[src/rtl/divider_n_bits_seq_pkg.sv]
// Shared definitions for the sequential restoring divider and its users.
package divider_n_bits_seq_pkg;

    typedef enum logic [1:0] {
        S_IDLE = 2'd0,
        S_RUN  = 2'd1,
        S_DONE = 2'd2
    } state_t;

    // Base used by the decimal digit extraction clients (repeated /10, %10).
    localparam int DEC_BASE = 10;

endpackage

[src/rtl/subtractor_n_bits.sv]
// Unsigned N-bit subtractor: diff = a - b (mod 2^N), borrow set when a < b.
module subtractor_n_bits #(
    parameter int N = 8
) (
    input  logic [N-1:0] a_i,
    input  logic [N-1:0] b_i,
    output logic [N-1:0] diff_o,
    output logic         borrow_o
);

    logic [N:0] full;

    // One extra bit on the operands so that the borrow falls out as the MSB.
    assign full     = {1'b0, a_i} - {1'b0, b_i};
    assign diff_o   = full[N-1:0];
    assign borrow_o = full[N];

endmodule

[src/rtl/divider_n_bits_seq.sv]
// Sequential restoring divider, N-bit unsigned. One quotient bit per cycle,
// results registered and held until the next accepted start.
//
//  state  | meaning
//  -------+------------------------------------------------------------
//  S_IDLE | waiting for start, results of the last division held
//  S_RUN  | iterating, one quotient bit per clock
//  S_DONE | single-cycle done pulse; a new start is accepted here too
module divider_n_bits_seq
    import divider_n_bits_seq_pkg::*;
#(
    parameter int N = 8
) (
    input  logic         clk_i,
    input  logic         aclr_i,
    input  logic         start_i,
    input  logic [N-1:0] dividend_i,
    input  logic [N-1:0] divisor_i,
    output logic         ready_o,
    output logic         busy_o,
    output logic         done_o,
    output logic [N-1:0] quotient_o,
    output logic [N-1:0] remainder_o,
    output logic         div_zero_o
);

    localparam int CNT_W = (N > 1) ? $clog2(N) : 1;
    localparam logic [CNT_W-1:0] CNT_INIT = CNT_W'(N - 1);

    state_t           state_q, state_d;
    logic [CNT_W-1:0] cnt_q;
    logic [N-1:0]     rem_q, q_q, divisor_q;
    logic [N-1:0]     quotient_q, remainder_q;
    logic             div_zero_q;

    logic             accept;
    logic             divisor_is_zero;
    logic [N:0]       trial;
    logic [N:0]       trial_diff;
    logic             trial_borrow;
    logic             trial_fits;
    logic [N-1:0]     rem_d, q_d;

    assign accept          = start_i & ready_o;
    assign divisor_is_zero = (divisor_i == '0);

    // Trial step: shift the next dividend bit into the partial remainder and
    // subtract the divisor at N+1 bits so the borrow is the compare result.
    assign trial = {rem_q, q_q[N-1]};

    subtractor_n_bits #(
        .N(N + 1)
    ) u_trial_sub (
        .a_i     (trial),
        .b_i     ({1'b0, divisor_q}),
        .diff_o  (trial_diff),
        .borrow_o(trial_borrow)
    );

    // The difference MSB equals the borrow while rem < divisor holds, so the
    // OR is redundant in practice; it keeps every subtractor bit in use.
    assign trial_fits = ~(trial_borrow | trial_diff[N]);
    assign rem_d      = trial_fits ? trial_diff[N-1:0] : trial[N-1:0];
    assign q_d        = {q_q[N-2:0], trial_fits};

    // State register.
    always_ff @(posedge clk_i) begin
        if (aclr_i) state_q <= S_IDLE;
        else        state_q <= state_d;
    end

    // Next-state logic.
    always_comb begin
        state_d = state_q;
        case (state_q)
            S_IDLE: begin
                if (start_i) state_d = divisor_is_zero ? S_DONE : S_RUN;
            end
            S_RUN: begin
                if (cnt_q == '0) state_d = S_DONE;
            end
            S_DONE: begin
                if (start_i) state_d = divisor_is_zero ? S_DONE : S_RUN;
                else         state_d = S_IDLE;
            end
            default: state_d = S_IDLE;
        endcase
    end

    // Handshake outputs decoded from the state.
    always_comb begin
        ready_o = 1'b0;
        busy_o  = 1'b0;
        done_o  = 1'b0;
        case (state_q)
            S_IDLE:  ready_o = 1'b1;
            S_RUN:   busy_o  = 1'b1;
            S_DONE: begin
                ready_o = 1'b1;
                done_o  = 1'b1;
            end
            default: ready_o = 1'b0;
        endcase
    end

    // Working registers, iteration counter and result registers.
    always_ff @(posedge clk_i) begin
        if (aclr_i) begin
            cnt_q       <= '0;
            rem_q       <= '0;
            q_q         <= '0;
            divisor_q   <= '0;
            quotient_q  <= '0;
            remainder_q <= '0;
            div_zero_q  <= 1'b0;
        end else if (accept) begin
            cnt_q     <= CNT_INIT;
            rem_q     <= '0;
            q_q       <= dividend_i;
            divisor_q <= divisor_i;
            // Divide-by-zero skips RUN, so its results are loaded right here.
            if (divisor_is_zero) begin
                quotient_q  <= '1;
                remainder_q <= dividend_i;
                div_zero_q  <= 1'b1;
            end else begin
                quotient_q  <= '0;
                remainder_q <= '0;
                div_zero_q  <= 1'b0;
            end
        end else if (state_q == S_RUN) begin
            rem_q <= rem_d;
            q_q   <= q_d;
            if (cnt_q == '0) begin
                quotient_q  <= q_d;
                remainder_q <= rem_d;
            end else begin
                cnt_q <= cnt_q - 1'b1;
            end
        end
    end

    assign quotient_o  = quotient_q;
    assign remainder_o = remainder_q;
    assign div_zero_o  = div_zero_q;

endmodule
[config.mk]
export PLATFORM = sky130hd
export DESIGN_NAME = divider_n_bits_seq
export DESIGN_NICKNAME = d
export VERILOG_FILES = /design/src/rtl/divider_n_bits_seq_pkg.sv /design/src/rtl/subtractor_n_bits.sv /design/src/rtl/divider_n_bits_seq.sv
export SDC_FILE = /design/constraint.sdc
export NUM_CORES = 1
export LEC_CHECK = 0
export ABC_AREA = 1
export CAP_MARGIN = 10
export CORE_MARGIN = 3
export CORE_UTILIZATION = 32
export CTS_BUF_LIST = sky130_fd_sc_hd__clkbuf_16
export DETAILED_ROUTE_END_ITERATION = 10
export GPL_TIMING_DRIVEN = 1
export SYNTH_ARGS = -nofsm -noshare
export SYNTH_HDL_FRONTEND = slang
export SYNTH_SLANG_ARGS = --single-unit
[constraint.sdc]
create_clock -name clk_i -period 3 [get_ports clk_i]
set_clock_uncertainty 0.1 [all_clocks]
set_input_delay 0.75 -clock clk_i [delete_from_list [all_inputs] [get_ports clk_i]]
set_output_delay 0.75 -clock clk_i [all_outputs]
set_load 0.02 [all_outputs]
# After elaboration in Yosys (flattened, before gate mapping)
# Cells that the tools add are included.
[op_classes]
add_sub_neg = 2
muxes = 23
bitwise_logic = 3
reduce_logical = 10
eq_ne = 5
[ops]
columns = ["operator", "n"]
rows = [
  ["8-bit two-way mux", 11],
  ["9-bit by 8-bit subtractor with 10-bit output", 1],
  ["3-bit two-way mux", 3],
  ["8-bit logical NOT", 1],
  ["2-bit two-way mux", 4],
  ["2-bit inequality test (second input constant)", 3],
  ["2-bit one-hot mux with 3 select lines", 1],
  ["2-bit AND reduction", 3],
  ["1-bit two-way mux", 4],
  ["2-bit nonzero test", 2],
  ["2-bit OR reduction", 2],
  ["3-bit logical NOT", 1],
  ["3-bit by 1-bit subtractor with 3-bit output (second input constant)", 1],
  ["2-bit by 1-bit equality test with 1-bit output (second input constant)", 1],
  ["2-bit equality test (second input constant)", 1],
  ["2-bit logical NOT", 1],
  ["1-bit AND", 1],
  ["1-bit inverter", 1],
  ["1-bit bitwise OR", 1],
]
[totals]
output_inout_bits = 20
ff_bits = 46
inputBits = 19
elab_cells = 51

# Depth between registers and ports, before layout
[logic_depth]
word_depth = 6
depth_mapped = 16
ltp_nobuf = 16

# Hierarchy
# Synthesis repeated with hierarchy kept, for this count alone.
[unflattened]
cells_unflattened = 456
area_unflattened_um2 = 2874.0
[modules_own_cells]
columns = ["module", "area_each_um2", "instances", "seq_area_each_um2", "cells_per_inst"]
rows = [
  ["divider_n_bits_seq", 2354.8, 1, 920.9, 355],
  ["subtractor_n_bits", 519.2, 1, 0.0, 101],
]

# Least setup slack after synthesis
# OpenSTA, ideal clock, no wires.
[synth_timing]
kind = "register -> register"
from = "register q_q[7]"
to = "register rem_q[7]"
required_time_ps = 2791
stages_incl_launch_ff = 17
setup_ps = 109
slack_ps = 945
n_path_buf = 0
synth_period_minus_slack_ps = 2055
arrival_time_ps = 1846
path_cell_list = "dfxtp_1 inv_1 ha_1 inv_1 fa_1 nand3_1 nand3_1 nand2_2 nand2_2 nand2_4 nand2_1 nor2_4 nand2_1 nand2_1 nand2_1 nand2_1 inv_1"
[synth_via]
elab_chain_len = 3
[synth_lines]
columns = ["item", "line", "source"]
rows = [
  ["from (decl)", "divider_n_bits_seq.sv:32", "logic [N-1:0] rem_q, q_q, divisor_q;"],
  ["from (signal assigned)", "divider_n_bits_seq.sv:119", "q_q <= dividend_i;"],
  ["from (signal assigned)", "divider_n_bits_seq.sv:133", "q_q <= q_d;"],
  ["9-bit by 8-bit subtractor with 10-bit output (*)", "subtractor_n_bits.sv:14", "assign full = {1'b0, a_i} - {1'b0, b_i};"],
  ["1-bit bitwise OR", "divider_n_bits_seq.sv:62", "assign trial_fits = ~(trial_borrow | trial_diff[N]);"],
  ["8-bit two-way mux (*)", "divider_n_bits_seq.sv:63", "assign rem_d = trial_fits ? trial_diff[N-1:0] : trial[N-1:0];"],
  ["to (signal assigned)", "divider_n_bits_seq.sv:132", "rem_q <= rem_d;"],
  ["to (decl)", "divider_n_bits_seq.sv:32", ""],
]
# Mark *: on every way between the ends. The rest lies on a longest branch, timed or not.
# A chain may end at the register's enable or synchronous reset.

# Worst setup path in the final report
[layout_timing]
from = "register state_q[0]"
to = "output port busy_o"
[layout_via]
elab_chain_len = 2
[layout_lines]
columns = ["item", "line", "source"]
rows = [
  ["from (decl)", "divider_n_bits_seq.sv:30", "state_t state_q, state_d;"],
  ["from (signal assigned)", "divider_n_bits_seq.sv:69", "else state_q <= state_d;"],
  ["2-bit by 1-bit equality test with 1-bit output", "divider_n_bits_seq.sv:95", "case (state_q)"],
  ["1-bit two-way mux", "divider_n_bits_seq.sv:95", ""],
  ["to (decl)", "divider_n_bits_seq.sv:20", "output logic busy_o,"],
]
# Every way passes these cells.

==> key figures <==
Run status
  – Status: finished, final reports clean

Floorplan
  – Die area: 9493 sq um
  – Io pins: 39
  – Core region area: 7928 sq um
  – Die X: 97.43 microns
  – Starting Density: 33.74%
  – Row count: 32
  – Die Ht: 97.43 microns

Cells and area
  – Fin nets: 461
  – P&R area growth vs syn: 23.01%
  – ANT cells: 0
  – Fraction of layout cells with a size suffix above 1: 9.722%

Route
  – Detailed-route via count: 2504
  – Post-DRT Antenna Nets: 0
  – Total Wirelength: 6.759 mm
  – Vias per cell: 4.689
  – Initial DRC count: 150
  – DR DRC count: 0
  – DR WL/cell: 12.66 microns
  – Detailed Routing Iterations Pass 1: 5

Clock network
  – # resized after CTS: 0
  – Clock sink count: 46
  – Total setup buffers inserted after CTS: 0
  – Clock Root Buffer: clkbuf_16
  – Clk_lat worst skew: 280 ps
  – Max H-tree Level: 2
  – CTS tree: built
  – Longest Clk Path Bufs: 2
  – CTS Hold Bufs: 0
  – Num CTS Buffers: 5
  – Clk slew on worst S/H paths: 60 ps

GRT
  – Largest net degree at the start of global routing: 22
  – Global-route wire length before repair: 11.52 mm
  – Vias in the first global route: 2347
  – Initial antenna violation count: 0
  – Total grt overflow: 0
  – Total track usage: 14.35%

Yosys
  – Yosys cell types: 32
  – Mapped Cells: 393
  – Post-Synth Simple-Gate Area: 31.52%
  – Syn nets: 423
  – Compound-Gate Fraction of Synth Area: 16.46%
  – Sequential fraction of the synthesis area: 34.42%
  – Synth Area in XOR/XNOR: 0.6548%
  – Ys Warns: 0
  – Seq cells post-synth: 46
  – Multiplexer share of the synthesized area: 0%
  – Largest family of logic cells by synthesized area: simple AND/OR/NAND/NOR gates
  – Syn Area/Cell: 6.807 sq um
  – Post-Synth Adder-Cell Area: 5.426%
  – Yosys top cell area share: 34.42%
  – Synth area leader: dfxtp_1
  – Post-synthesis cell area: 2675 sq um
  – Top cells by area, synth: dfxtp_1 34%, nand2_1 16%, inv_1 7.3%

Flow run
  – Max cap viols: 0

Placement
  – Dpl hpwl: 5.184 mm
  – GPL Wtd Cong: 0.8394
  – Place WS: 463.2 ps
  – PortBufs: 38

Timing
  – Final hold vios: 0
  – Tcrit/Tclk final: 87.22%
  – Post-Route Setup TNS: 0 ps
  – Fmax: 382.2 MHz
  – Fin. max-slew vios: 0
  – Worst-margin pin slew: 404.6 ps
  – RSZ-0062 raised after global routing: no
  – Max-slew headroom: 72.96%
  – Tmin final: 2617 ps
  – Finish-stage setup viols: 0
  – Post-route setup slack: 383.5 ps

Setup path
  – Worst EP required: 2150 ps
  – CP max stage cell: clkdlybuf4s50_1
  – CP Capture Type: output port
  – Worst setup path class: reg -> out
  – Sequence of cells on the critical path: inv_2 > nor2_8 > clkdlybuf4s50_1
  – Critical Path Start Type: flip-flop
  – CP max FO: 19
  – Worst path bufs/invs: 2
  – Top delay family on crit path: buffers and inverters
  – Slowest stage delay, CP: 670 ps
  – Worst EP arrival: 1770 ps

Pwr
  – Pwr/cell area: 542.7 nW/um^2
  – Peak supply drop: 0.2042 mV
  – P_leak: 1.476 nW

Worst hold path
  – Worst Hold Class: reg -> reg
==> cells by family (layout without fill, tap and decap cells) <==
logic type,count (synthesis),count (layout)
simple gates,183,183
compound gates,76,76
buf+inv,75,114
flops,46,46
fa+ha+maj,11,11
xor+xnor,2,2
==> state kept, by name (all words and copies together) (netlist names) <==
| signal | cells |
|---|---|
| rem_q | 8 |
| state_q | 2 |
| divisor_q | 8 |
| cnt_q | 3 |
| div_zero_o | 1 |
| quotient_o | 8 |
| remainder_o | 8 |
| q_q | 8 |
==> layer usage <==
layer  vias up  global-route usage, %  wire [microns]
met5         -                      0               0
met4         0                  3.408              79
met3         6                  2.441             290
met2        48                  20.77            2828
met1      1122                  21.94            3560
li1       1328                      -               -
==> metrics by stage <==
step,utilization [%],hold slack [ps],std cells,power [mW],area (sq um)
after floorplan,-,332.9,393,1.120,2675
after global placement,39.79,350.7,526,1.276,3154
after detailed placement,39.79,355.2,526,1.281,3154
after CTS,41.51,364.5,534,1.801,3291
after global routing,41.51,394.8,534,1.907,3291
final,41.51,361.3,534,1.786,3291
==> layout make-up <==
| type | count | area [sq um] |
|---|---|---|
| well taps | 102 | 127.6 |
| inverters | 63 | 241.5 |
| multi-input cells | 272 | 1446 |
| clock buffers | 5 | 125.1 |
| fillers | 860 | 4637 |
| repair buffers | 43 | 417.9 |
| clock inverters | 3 | 11.26 |
| flip-flops and latches | 46 | 920.9 |
==> power by group <==
part,leakage [nW],internal (mW),switching (mW)
clock network,0.0663,0.300,0.217
registers,0.377,0.659,0.0314
logic,1.03,0.210,0.368
==> final timing paths <==
kind	startpoint	end	slack [ps]	depth (start not counted)
setup reg to reg	divisor_q[0]$_SDFFE_PP0P_	rem_q[5]$_SDFFE_PP0P_	640	15
hold / removal	cnt_q[1]$_SDFFE_PP0P_	cnt_q[1]$_SDFFE_PP0P_	360	2
setup / recovery	state_q[0]$_SDFFE_PP0P_	busy_o	380	3
hold reg to reg	cnt_q[1]$_SDFFE_PP0P_	cnt_q[1]$_SDFFE_PP0P_	360	2
==> cells in the final DEF, fill, tap and decap left out, types with 9 or more instances in the layout <==
cell type and instances:
a21oi_2 12, a21oi_1 31, o21ai_1 12, nand4_1 9, nor2_1 28, clkdlybuf4s50_1 38
o21ai_0 11, a31oi_1 9, ha_1 10, nand2_1 116, dfxtp_1 46, nand3_1 16
inv_1 52
==> worst min-delay path, cell delays in order (launching register included) <==
cell and delay, ps:
dfxtp_1 310, nand2_1 60, a21oi_1 50
==> synth_stat cells (all sizes together) <==
cell type and n:
a21oi 43, a221oi 1, a31oi 9, buf 6, clkbuf 6, clkinv 3
dfxtp 46, fa 1, ha 10, inv 60, nand2 119, nand3 19
nand3b 1, nand4 9, nor2 34, nor3 1, o21ai 23, xnor2 1
xor2 1
(Power assumes the default switching activity.)
